<file path="config.mk">
export PLATFORM = sky130hd
export DESIGN_NAME = ahb_slave_bridge_v2_flat
export DESIGN_NICKNAME = d
export VERILOG_FILES = /design/src/rtl/ahb_slave_bridge_v2_if.sv /design/src/rtl/ahb_slave_bridge_v2.sv /design/src/flat_wrapper.sv
export SDC_FILE = /design/constraint.sdc
export NUM_CORES = 1
export LEC_CHECK = 0
export BUFFER_PORTS_ARGS = -buffer_cell sky130_fd_sc_hd__buf_4
export CORE_MARGIN = 2
export CORE_UTILIZATION = 40
export DETAILED_ROUTE_END_ITERATION = 7
export GPL_TIMING_DRIVEN = 0
export PLACE_DENSITY = 0.72
export RECOVER_POWER = 50
export SLEW_MARGIN = 25
export SYNTH_ARGS = -nofsm -noshare
export SYNTH_HDL_FRONTEND = slang
export SYNTH_SLANG_ARGS = --single-unit
</file>
<file path="constraint.sdc">
create_clock -name i_clk_ahb -period 12.94 [get_ports i_clk_ahb]
set_clock_uncertainty 0.15 [all_clocks]
set_input_delay 3.882 -clock i_clk_ahb [delete_from_list [all_inputs] [get_ports i_clk_ahb]]
set_output_delay 3.882 -clock i_clk_ahb [all_outputs]
set_load 0.01 [all_outputs]
</file>
<file path="src/rtl/ahb_slave_bridge_v2_if.sv">
// Bus bundle for ahb_slave_bridge_v2: AHB-Lite slave side plus the valid/ready backend side.
// Member names follow the slave's point of view (i_* driven toward the slave, o_* driven by it).
interface ahb_slave_bridge_v2_if #(
    parameter int DATA_WIDTH = 32,
    parameter int ADDR_WIDTH = 32
);
    logic                    i_hselx;
    logic                    i_hready;
    logic [1:0]              i_htrans;
    logic [2:0]              i_hsize;
    logic                    i_hwrite;
    logic [ADDR_WIDTH-1:0]   i_haddr;
    logic [DATA_WIDTH-1:0]   i_hwdata;
    logic                    o_hreadyout;
    logic                    o_hresp;
    logic [DATA_WIDTH-1:0]   o_hrdata;
    logic                    o_valid;
    logic                    o_rd0_wr1;
    logic [ADDR_WIDTH-1:0]   o_addr;
    logic [DATA_WIDTH-1:0]   o_wr_data;
    logic [DATA_WIDTH/8-1:0] o_wstrb;
    logic                    i_ready;
    logic                    i_rd_valid;
    logic [DATA_WIDTH-1:0]   i_rd_data;
    logic                    i_rd_err;

    modport slave (
        input  i_hselx, i_hready, i_htrans, i_hsize, i_hwrite, i_haddr, i_hwdata,
        output o_hreadyout, o_hresp, o_hrdata,
        output o_valid, o_rd0_wr1, o_addr, o_wr_data, o_wstrb,
        input  i_ready, i_rd_valid, i_rd_data, i_rd_err
    );

    modport master (
        output i_hselx, i_hready, i_htrans, i_hsize, i_hwrite, i_haddr, i_hwdata,
        input  o_hreadyout, o_hresp, o_hrdata,
        input  o_valid, o_rd0_wr1, o_addr, o_wr_data, o_wstrb,
        output i_ready, i_rd_valid, i_rd_data, i_rd_err
    );
endinterface

</file>
<file path="src/rtl/ahb_slave_bridge_v2.sv">
// AHB-Lite slave bridging pipelined transfers onto a valid/ready backend request port.
// Optional backend wait timeout is compiled in with `define AHB_SLV_TIMEOUT_EN.
module ahb_slave_bridge_v2 #(
    parameter int                    DATA_WIDTH     = 32,
    parameter int                    ADDR_WIDTH     = 32,
    parameter logic [ADDR_WIDTH-1:0] BASE_ADDR      = 'h0,
    parameter logic [ADDR_WIDTH-1:0] ADDR_SPACE     = 'h1000,
    parameter int                    TIMEOUT_CYCLES = 256
) (
    input logic                   i_clk_ahb,
    input logic                   i_rst_ahb,
    ahb_slave_bridge_v2_if.slave  bus
);
    localparam int STRB_W   = DATA_WIDTH / 8;
    localparam int BYTE_LOG = $clog2(STRB_W);

    if (DATA_WIDTH != 32 && DATA_WIDTH != 64) begin : g_bad_width
        $error("ahb_slave_bridge_v2: DATA_WIDTH must be 32 or 64");
    end
    if ((ADDR_SPACE & (ADDR_SPACE - 1'b1)) != '0) begin : g_bad_space
        $error("ahb_slave_bridge_v2: ADDR_SPACE must be a power of two");
    end
    if (TIMEOUT_CYCLES < 1) begin : g_bad_timeout
        $error("ahb_slave_bridge_v2: TIMEOUT_CYCLES must be positive");
    end

    typedef enum logic [2:0] {IDLE, WR_DATA, REQ, RD_RESP, ERR1, ERR2} state_t;
    state_t state, state_nxt;

    logic                  accept;
    logic                  addr_err;
    logic                  size_err;
    logic                  align_err;
    logic                  rd_capture;
    logic                  timeout;
    logic [ADDR_WIDTH:0]   addr_diff;

    function automatic logic [STRB_W-1:0] byte_strobe(input logic [2:0]          size,
                                                      input logic [BYTE_LOG-1:0] lsb);
        logic [STRB_W-1:0] strb;
        int lo;
        int hi;
        lo = int'(lsb);
        hi = lo + (1 << size);
        for (int i = 0; i < STRB_W; i++) begin
            strb[i] = (i >= lo) && (i < hi);
        end
        return strb;
    endfunction

    // Extra MSB on the difference flags addresses below the window without a signed compare.
    assign addr_diff = {1'b0, bus.i_haddr} - {1'b0, BASE_ADDR};
    assign size_err  = bus.i_hsize > 3'(BYTE_LOG);
    assign align_err = (bus.i_haddr[7:0] & ((8'd1 << bus.i_hsize) - 8'd1)) != 8'd0;
    assign addr_err  = addr_diff[ADDR_WIDTH] || (addr_diff[ADDR_WIDTH-1:0] >= ADDR_SPACE) ||
                       size_err || align_err;
    assign accept    = bus.i_hselx && bus.i_hready && bus.i_htrans[1];
    assign rd_capture = !bus.o_rd0_wr1 && bus.i_rd_valid &&
                        ((state == REQ && bus.i_ready) || state == RD_RESP);

`ifdef AHB_SLV_TIMEOUT_EN
    localparam int CNT_W = $clog2(TIMEOUT_CYCLES + 1);
    logic [CNT_W-1:0] wait_cnt;

    always_ff @(posedge i_clk_ahb or posedge i_rst_ahb) begin
        if (i_rst_ahb) begin
            wait_cnt <= '0;
        end else if (state_nxt != state) begin
            wait_cnt <= '0;
        end else if (state == REQ || state == RD_RESP) begin
            wait_cnt <= wait_cnt + CNT_W'(1);
        end
    end

    assign timeout = (wait_cnt == CNT_W'(TIMEOUT_CYCLES - 1));
`else
    assign timeout = 1'b0;
`endif

    always_ff @(posedge i_clk_ahb or posedge i_rst_ahb) begin
        if (i_rst_ahb) begin
            state <= IDLE;
        end else begin
            state <= state_nxt;
        end
    end

    // Handshake/response outputs are pure state decodes, so reset forces them immediately.
    always_comb begin
        state_nxt       = state;
        bus.o_hreadyout = 1'b0;
        bus.o_hresp     = 1'b0;
        bus.o_valid     = 1'b0;
        case (state)
            IDLE: begin
                bus.o_hreadyout = 1'b1;
                if (accept) begin
                    if (addr_err)          state_nxt = ERR1;
                    else if (bus.i_hwrite) state_nxt = WR_DATA;
                    else                   state_nxt = REQ;
                end
            end
            WR_DATA: state_nxt = REQ;
            REQ: begin
                bus.o_valid = 1'b1;
                if (bus.i_ready) begin
                    if (bus.o_rd0_wr1 || bus.i_rd_valid) state_nxt = bus.i_rd_err ? ERR2 : IDLE;
                    else                                 state_nxt = RD_RESP;
                end else if (timeout) begin
                    state_nxt = ERR1;
                end
            end
            RD_RESP: begin
                if (bus.i_rd_valid) state_nxt = bus.i_rd_err ? ERR2 : IDLE;
                else if (timeout)   state_nxt = ERR1;
            end
            ERR1: begin
                bus.o_hresp = 1'b1;
                state_nxt   = ERR2;
            end
            ERR2: begin
                bus.o_hreadyout = 1'b1;
                bus.o_hresp     = 1'b1;
                state_nxt       = IDLE;
            end
            default: state_nxt = IDLE;
        endcase
    end

    // Request attributes are latched only at a clean accept and stay put while o_valid is high.
    always_ff @(posedge i_clk_ahb or posedge i_rst_ahb) begin
        if (i_rst_ahb) begin
            bus.o_addr    <= '0;
            bus.o_rd0_wr1 <= 1'b0;
            bus.o_wstrb   <= '0;
            bus.o_wr_data <= '0;
            bus.o_hrdata  <= '0;
        end else begin
            if (state == IDLE && accept && !addr_err) begin
                bus.o_addr    <= addr_diff[ADDR_WIDTH-1:0];
                bus.o_rd0_wr1 <= bus.i_hwrite;
                bus.o_wstrb   <= bus.i_hwrite ? byte_strobe(bus.i_hsize, bus.i_haddr[BYTE_LOG-1:0])
                                              : '1;
            end
            if (state == WR_DATA) begin
                bus.o_wr_data <= bus.i_hwdata;
            end
            if (rd_capture) begin
                bus.o_hrdata <= bus.i_rd_data;
            end
        end
    end
endmodule

</file>
<file path="src/flat_wrapper.sv">
// flat-port wrapper written by rule: the top's interface ports become plain ports
module ahb_slave_bridge_v2_flat 
#(
    parameter int                    DATA_WIDTH     = 32,
    parameter int                    ADDR_WIDTH     = 32,
    parameter logic [ADDR_WIDTH-1:0] BASE_ADDR      = 'h0,
    parameter logic [ADDR_WIDTH-1:0] ADDR_SPACE     = 'h1000,
    parameter int                    TIMEOUT_CYCLES = 256
)
  (i_clk_ahb, i_rst_ahb, bus_i_hselx, bus_i_hready, bus_i_htrans, bus_i_hsize, bus_i_hwrite, bus_i_haddr, bus_i_hwdata, bus_o_hreadyout, bus_o_hresp, bus_o_hrdata, bus_o_valid, bus_o_rd0_wr1, bus_o_addr, bus_o_wr_data, bus_o_wstrb, bus_i_ready, bus_i_rd_valid, bus_i_rd_data, bus_i_rd_err);
  ahb_slave_bridge_v2_if #(.DATA_WIDTH(DATA_WIDTH), .ADDR_WIDTH(ADDR_WIDTH)) bus_i ();
  input logic i_clk_ahb;
  input logic i_rst_ahb;
  input wire logic [$bits(bus_i.i_hselx)-1:0] bus_i_hselx;
  input wire logic [$bits(bus_i.i_hready)-1:0] bus_i_hready;
  input wire logic [$bits(bus_i.i_htrans)-1:0] bus_i_htrans;
  input wire logic [$bits(bus_i.i_hsize)-1:0] bus_i_hsize;
  input wire logic [$bits(bus_i.i_hwrite)-1:0] bus_i_hwrite;
  input wire logic [$bits(bus_i.i_haddr)-1:0] bus_i_haddr;
  input wire logic [$bits(bus_i.i_hwdata)-1:0] bus_i_hwdata;
  output wire logic [$bits(bus_i.o_hreadyout)-1:0] bus_o_hreadyout;
  output wire logic [$bits(bus_i.o_hresp)-1:0] bus_o_hresp;
  output wire logic [$bits(bus_i.o_hrdata)-1:0] bus_o_hrdata;
  output wire logic [$bits(bus_i.o_valid)-1:0] bus_o_valid;
  output wire logic [$bits(bus_i.o_rd0_wr1)-1:0] bus_o_rd0_wr1;
  output wire logic [$bits(bus_i.o_addr)-1:0] bus_o_addr;
  output wire logic [$bits(bus_i.o_wr_data)-1:0] bus_o_wr_data;
  output wire logic [$bits(bus_i.o_wstrb)-1:0] bus_o_wstrb;
  input wire logic [$bits(bus_i.i_ready)-1:0] bus_i_ready;
  input wire logic [$bits(bus_i.i_rd_valid)-1:0] bus_i_rd_valid;
  input wire logic [$bits(bus_i.i_rd_data)-1:0] bus_i_rd_data;
  input wire logic [$bits(bus_i.i_rd_err)-1:0] bus_i_rd_err;
  assign bus_i.i_hselx = bus_i_hselx;
  assign bus_i.i_hready = bus_i_hready;
  assign bus_i.i_htrans = bus_i_htrans;
  assign bus_i.i_hsize = bus_i_hsize;
  assign bus_i.i_hwrite = bus_i_hwrite;
  assign bus_i.i_haddr = bus_i_haddr;
  assign bus_i.i_hwdata = bus_i_hwdata;
  assign bus_o_hreadyout = bus_i.o_hreadyout;
  assign bus_o_hresp = bus_i.o_hresp;
  assign bus_o_hrdata = bus_i.o_hrdata;
  assign bus_o_valid = bus_i.o_valid;
  assign bus_o_rd0_wr1 = bus_i.o_rd0_wr1;
  assign bus_o_addr = bus_i.o_addr;
  assign bus_o_wr_data = bus_i.o_wr_data;
  assign bus_o_wstrb = bus_i.o_wstrb;
  assign bus_i.i_ready = bus_i_ready;
  assign bus_i.i_rd_valid = bus_i_rd_valid;
  assign bus_i.i_rd_data = bus_i_rd_data;
  assign bus_i.i_rd_err = bus_i_rd_err;
  ahb_slave_bridge_v2 #(.DATA_WIDTH(DATA_WIDTH), .ADDR_WIDTH(ADDR_WIDTH), .BASE_ADDR(BASE_ADDR), .ADDR_SPACE(ADDR_SPACE), .TIMEOUT_CYCLES(TIMEOUT_CYCLES)) u_core (.i_clk_ahb(i_clk_ahb), .i_rst_ahb(i_rst_ahb), .bus(bus_i));
endmodule
</file>
==> flow_results.xml <==
<?xml version="1.0" encoding="UTF-8"?>
<metrics>
  <group name="run_status">
    <metric name="run_status" unit="">finished, violations left</metric>
    <metric name="failed_checks" unit="">max-capacitance violations, max-slew violations</metric>
  </group>
  <group name="grt">
    <metric name="grt_pass1_vias" unit="">3129</metric>
    <metric name="global_route_wire_length_before_repair" unit="um">15500</metric>
    <metric name="globalRouteTotalUtil" unit="">0.175</metric>
    <metric name="maximum_number_of_pins_on_one_net_before_global_route_repair" unit="">57</metric>
    <metric name="globalRoute.totalOverflow" unit="">0</metric>
    <metric name="antenna_found_initial" unit="">0</metric>
  </group>
  <group name="clock_tree">
    <metric name="clk_pin_slew_worst_paths" unit="ps">100</metric>
    <metric name="cts.root.buffer_cell" unit="">sky130_fd_sc_hd__clkbuf_8</metric>
    <metric name="cts_hold_buffers" unit="">0</metric>
    <metric name="worstSkewPairLatency" unit="ps">350</metric>
    <metric name="numCtsBuffers" unit="">9</metric>
    <metric name="cts-root-to-sink-buffers" unit="">2</metric>
    <metric name="cts_resized" unit="">0</metric>
    <metric name="cts_tree" unit="">yes</metric>
    <metric name="htree_levels" unit="">3</metric>
    <metric name="cts_num_sinks" unit="">104</metric>
    <metric name="postCtsSetupRepairBufs" unit="">0</metric>
  </group>
  <group name="yosys">
    <metric name="synth_seq_cells" unit="">104</metric>
    <metric name="synth_top_flop_cell" unit="">sky130_fd_sc_hd__dfrtp_1</metric>
    <metric name="netlist_instances" unit="">279</metric>
    <metric name="post_synth_instance_area" unit="um^2">4180</metric>
    <metric name="syn-mean-instance-area" unit="um^2">15.0</metric>
    <metric name="syn_nets" unit="">392</metric>
    <metric name="synthesis.yosys.warnings" unit="">0</metric>
    <metric name="synth_edf_count" unit="">0</metric>
    <metric name="cell_type_contributing_the_most_total_cell_area_after_synthesis" unit="">sky130_fd_sc_hd__dfrtp_1</metric>
    <metric name="synth_top_cell_area_share" unit="">0.623</metric>
    <metric name="synth_area_leaders" unit="">sky130_fd_sc_hd__dfrtp_1 (62%), sky130_fd_sc_hd__mux2_2 (19%), sky130_fd_sc_hd__nor2b_1 (3.1%)</metric>
    <metric name="synth.yosys.seq_area_share" unit="">0.623</metric>
    <metric name="async_flop_share" unit="">1.00</metric>
    <metric name="synth_cell_types" unit="">42</metric>
  </group>
  <group name="detailed_routing">
    <metric name="wirelength" unit="um">9930</metric>
    <metric name="iteration_0_drc_count_of_the_detailed_router" unit="">136</metric>
    <metric name="drt_pass1_iterations" unit="">4</metric>
    <metric name="drc" unit="">0</metric>
    <metric name="wl_met3" unit="um">732</metric>
    <metric name="num_vias" unit="">3097</metric>
    <metric name="maxUsedRoutingLayer" unit="">met4</metric>
    <metric name="detail_route.vias_per_cell" unit="">4.82</metric>
    <metric name="routed_wire_length_per_instance" unit="um">15.4</metric>
    <metric name="total_length_of_routed_met2_wires" unit="um">4970</metric>
    <metric name="drtAntennaViolNets" unit="">0</metric>
    <metric name="detail_route.wirelength.met1" unit="um">4080</metric>
  </group>
  <group name="power_and_ir_drop">
    <metric name="power_per_cell_area" unit="nW/um^2">179</metric>
    <metric name="power.switching" unit="uW">344</metric>
    <metric name="p_int" unit="uW">735</metric>
    <metric name="power.share.combinational" unit="">0.382</metric>
    <metric name="irDropWorstVdd" unit="mV">0.0750</metric>
    <metric name="switching_share" unit="">0.319</metric>
    <metric name="sequential_share_of_power" unit="">0.444</metric>
    <metric name="p_leak" unit="nW">3.03</metric>
    <metric name="power.share.clock" unit="">0.174</metric>
  </group>
  <group name="sta">
    <metric name="grt_setup_unrepaired" unit="">false</metric>
    <metric name="tightest_slew" unit="ps">2960</metric>
    <metric name="finalWorstSetupSlack" unit="ps">5220</metric>
    <metric name="timing.final.max_slew_violations" unit="">107</metric>
    <metric name="finalCritPeriodShare" unit="">0.597</metric>
    <metric name="fmax" unit="MHz">130</metric>
    <metric name="setup_viol" unit="">0</metric>
    <metric name="period_minus_slack" unit="ps">7720</metric>
    <metric name="slew-limit-headroom" unit="">-0.972</metric>
    <metric name="aggregate_negative_setup_slack" unit="ps">0</metric>
    <metric name="hold_violations" unit="">0</metric>
    <metric name="finalHoldWorstSlack" unit="ps">358</metric>
  </group>
  <group name="floorplanning">
    <metric name="die_area" unit="um^2">11300</metric>
    <metric name="die_w" unit="um">106</metric>
    <metric name="placement_rows" unit="">37</metric>
    <metric name="die_height" unit="um">106</metric>
    <metric name="io_pins" unit="">213</metric>
    <metric name="floorplan.initialDensity" unit="">0.408</metric>
    <metric name="fp.coreArea" unit="um^2">10200</metric>
  </group>
  <group name="critical_path">
    <metric name="worst-path-max-fanout" unit="">56</metric>
    <metric name="worst-setup-path-type" unit="">in2async</metric>
    <metric name="end_kind" unit="">asynchronous set/reset pin</metric>
    <metric name="cp.arrival" unit="ps">7390</metric>
    <metric name="worstPathRequired" unit="ps">12610</metric>
    <metric name="reg_to_reg_critical_path_startpoint" unit="">u_core.state[0]</metric>
    <metric name="setup.worst_path.end" unit="">u_core.bus.o_addr[6]</metric>
    <metric name="startpoint" unit="">i_rst_ahb</metric>
    <metric name="r2r_setup_slack" unit="ps">10800</metric>
    <metric name="worst_r2r_path_depth" unit="">4</metric>
    <metric name="start_kind" unit="">input port</metric>
    <metric name="r2r-end" unit="">u_core.bus.o_hrdata[20]</metric>
  </group>
  <group name="placed_design">
    <metric name="dp_worst_setup_slack" unit="ps">6760</metric>
    <metric name="gp_routability_congestion" unit="">0.764</metric>
    <metric name="detailed_place_hpwl" unit="um">7600</metric>
    <metric name="port_buffers" unit="">211</metric>
  </group>
  <group name="hold_path">
    <metric name="hold_path.class" unit="">reg2reg</metric>
  </group>
  <group name="finish">
    <metric name="n_antenna_cell" unit="">0</metric>
    <metric name="drive_above_1_share" unit="">0.594</metric>
    <metric name="area_delta_synth_final" unit="%">44.7</metric>
    <metric name="num-nets-final" unit="">615</metric>
  </group>
  <group name="job">
    <metric name="max_cap_viol" unit="">2</metric>
  </group>
</metrics>
Yosys cell counts (all sizes together), types with 3 or more instances:
cell / number
dfrtp: 104
nand4: 3
inv: 5
nor2: 5
nor2b: 21
a21oi: 5
o32a: 3
ha: 3
o21ai: 3
nor4: 5
mux2: 78
nand2: 5
buf: 12
critical path: stages:
cell and delay [ps]:
sky130_fd_sc_hd__clkbuf_4 110, sky130_fd_sc_hd__clkinvlp_2 1170, sky130_fd_sc_hd__clkbuf_1 2170
metrics by stage:
step | total power, mW | utilization | area [um^2] | std cells
6_report | 1.08 | 0.591 | 6040 | 643
5_1_grt | 1.14 | 0.591 | 6040 | 643
4_1_cts | 1.11 | 0.600 | 6140 | 643
3_5_place_dp | 0.922 | 0.583 | 5960 | 627
3_3_place_gp | 0.906 | 0.580 | 5930 | 626
2_1_floorplan | 0.689 | - | 4180 | 279
cells in the final DEF (no fill, tap or decap), types with 2 or more instances in the layout:
master,instances
sky130_fd_sc_hd__a21oi_1,5
sky130_fd_sc_hd__a22oi_1,2
sky130_fd_sc_hd__and4_1,2
sky130_fd_sc_hd__buf_2,9
sky130_fd_sc_hd__buf_4,160
sky130_fd_sc_hd__clkbuf_1,22
sky130_fd_sc_hd__clkbuf_4,33
sky130_fd_sc_hd__clkbuf_8,9
sky130_fd_sc_hd__dfrtp_1,104
sky130_fd_sc_hd__ha_1,3
sky130_fd_sc_hd__inv_1,4
sky130_fd_sc_hd__inv_6,2
sky130_fd_sc_hd__mux2_1,2
sky130_fd_sc_hd__mux2_2,69
sky130_fd_sc_hd__mux2_4,7
sky130_fd_sc_hd__nand2_1,5
sky130_fd_sc_hd__nand3_1,2
sky130_fd_sc_hd__nand4_1,3
sky130_fd_sc_hd__nor2_1,5
sky130_fd_sc_hd__nor2b_1,21
sky130_fd_sc_hd__nor4_1,2
sky130_fd_sc_hd__nor4_2,3
sky130_fd_sc_hd__nor4bb_1,2
sky130_fd_sc_hd__o21ai_0,3
sky130_fd_sc_hd__o22ai_1,2
sky130_fd_sc_hd__o32a_1,3
worst min-delay path by stage:
| stage | start | cells after the start | slack [ps] | endpoint |
|---|---|---|---|---|
| floorplan | u_core.bus.o_wr_data[24] | 1 | 380 | u_core.bus.o_wr_data[24] |
| global placement | u_core.bus.o_wr_data[24] | 1 | 330 | u_core.bus.o_wr_data[24] |
| detailed placement | u_core.bus.o_addr[26] | 1 | 340 | u_core.bus.o_addr[26] |
| CTS | u_core.bus.o_wr_data[25] | 1 | 370 | u_core.bus.o_wr_data[25] |
| global route | u_core.bus.o_hrdata[31] | 1 | 370 | u_core.bus.o_hrdata[31] |
| finish | u_core.bus.o_wr_data[25] | 1 | 360 | u_core.bus.o_wr_data[25] |
state kept, by name, indices dropped and copies added (netlist names):
register / count
u_core.bus.o_addr: 32
u_core.bus.o_hrdata: 32
u_core.bus.o_rd0_wr1: 1
u_core.bus.o_wr_data: 32
u_core.bus.o_wstrb: 4
u_core.state: 3
cell families after synthesis:
kind of cell | Yosys count | share of synthesized area
and+or+nand+nor | 53 | 0.0842
adders and majority gates | 4 | 0.0138
DFF | 104 | 0.623
buffers and inverters | 18 | 0.0255
xor gates and xnor gates | 1 | 0.00210
AOI/OAI and AO/OA | 21 | 0.0348
muxes | 78 | 0.217
power by group through the flow:
stage               clock network, mW  logic [mW]  registers (mW)
finish                          0.188       0.412           0.479
global route                    0.210       0.442           0.491
CTS                             0.195       0.436           0.480
detailed placement                  0       0.435           0.487
global placement                    0       0.425           0.481
floorplan                           0       0.161           0.528
metal layers:
layer | track usage | vias up
li1 | - | 1440
met1 | 0.225 | 1515
met2 | 0.292 | 129
met3 | 0.0503 | 13
met4 | 0.0470 | 0
met5 | 0 | -
final cells by class:
type	instances	area [um^2]
flip-flops and latches	104	2600
plain buffers	13	87.6
multi-input cells	157	1470
clock buffers	10	128
fillers	869	4190
well taps	136	170
repair buffers	212	1520
clock inverters	6	50.0
inverters	5	20.0
Power figures use the tool's default switching activity.
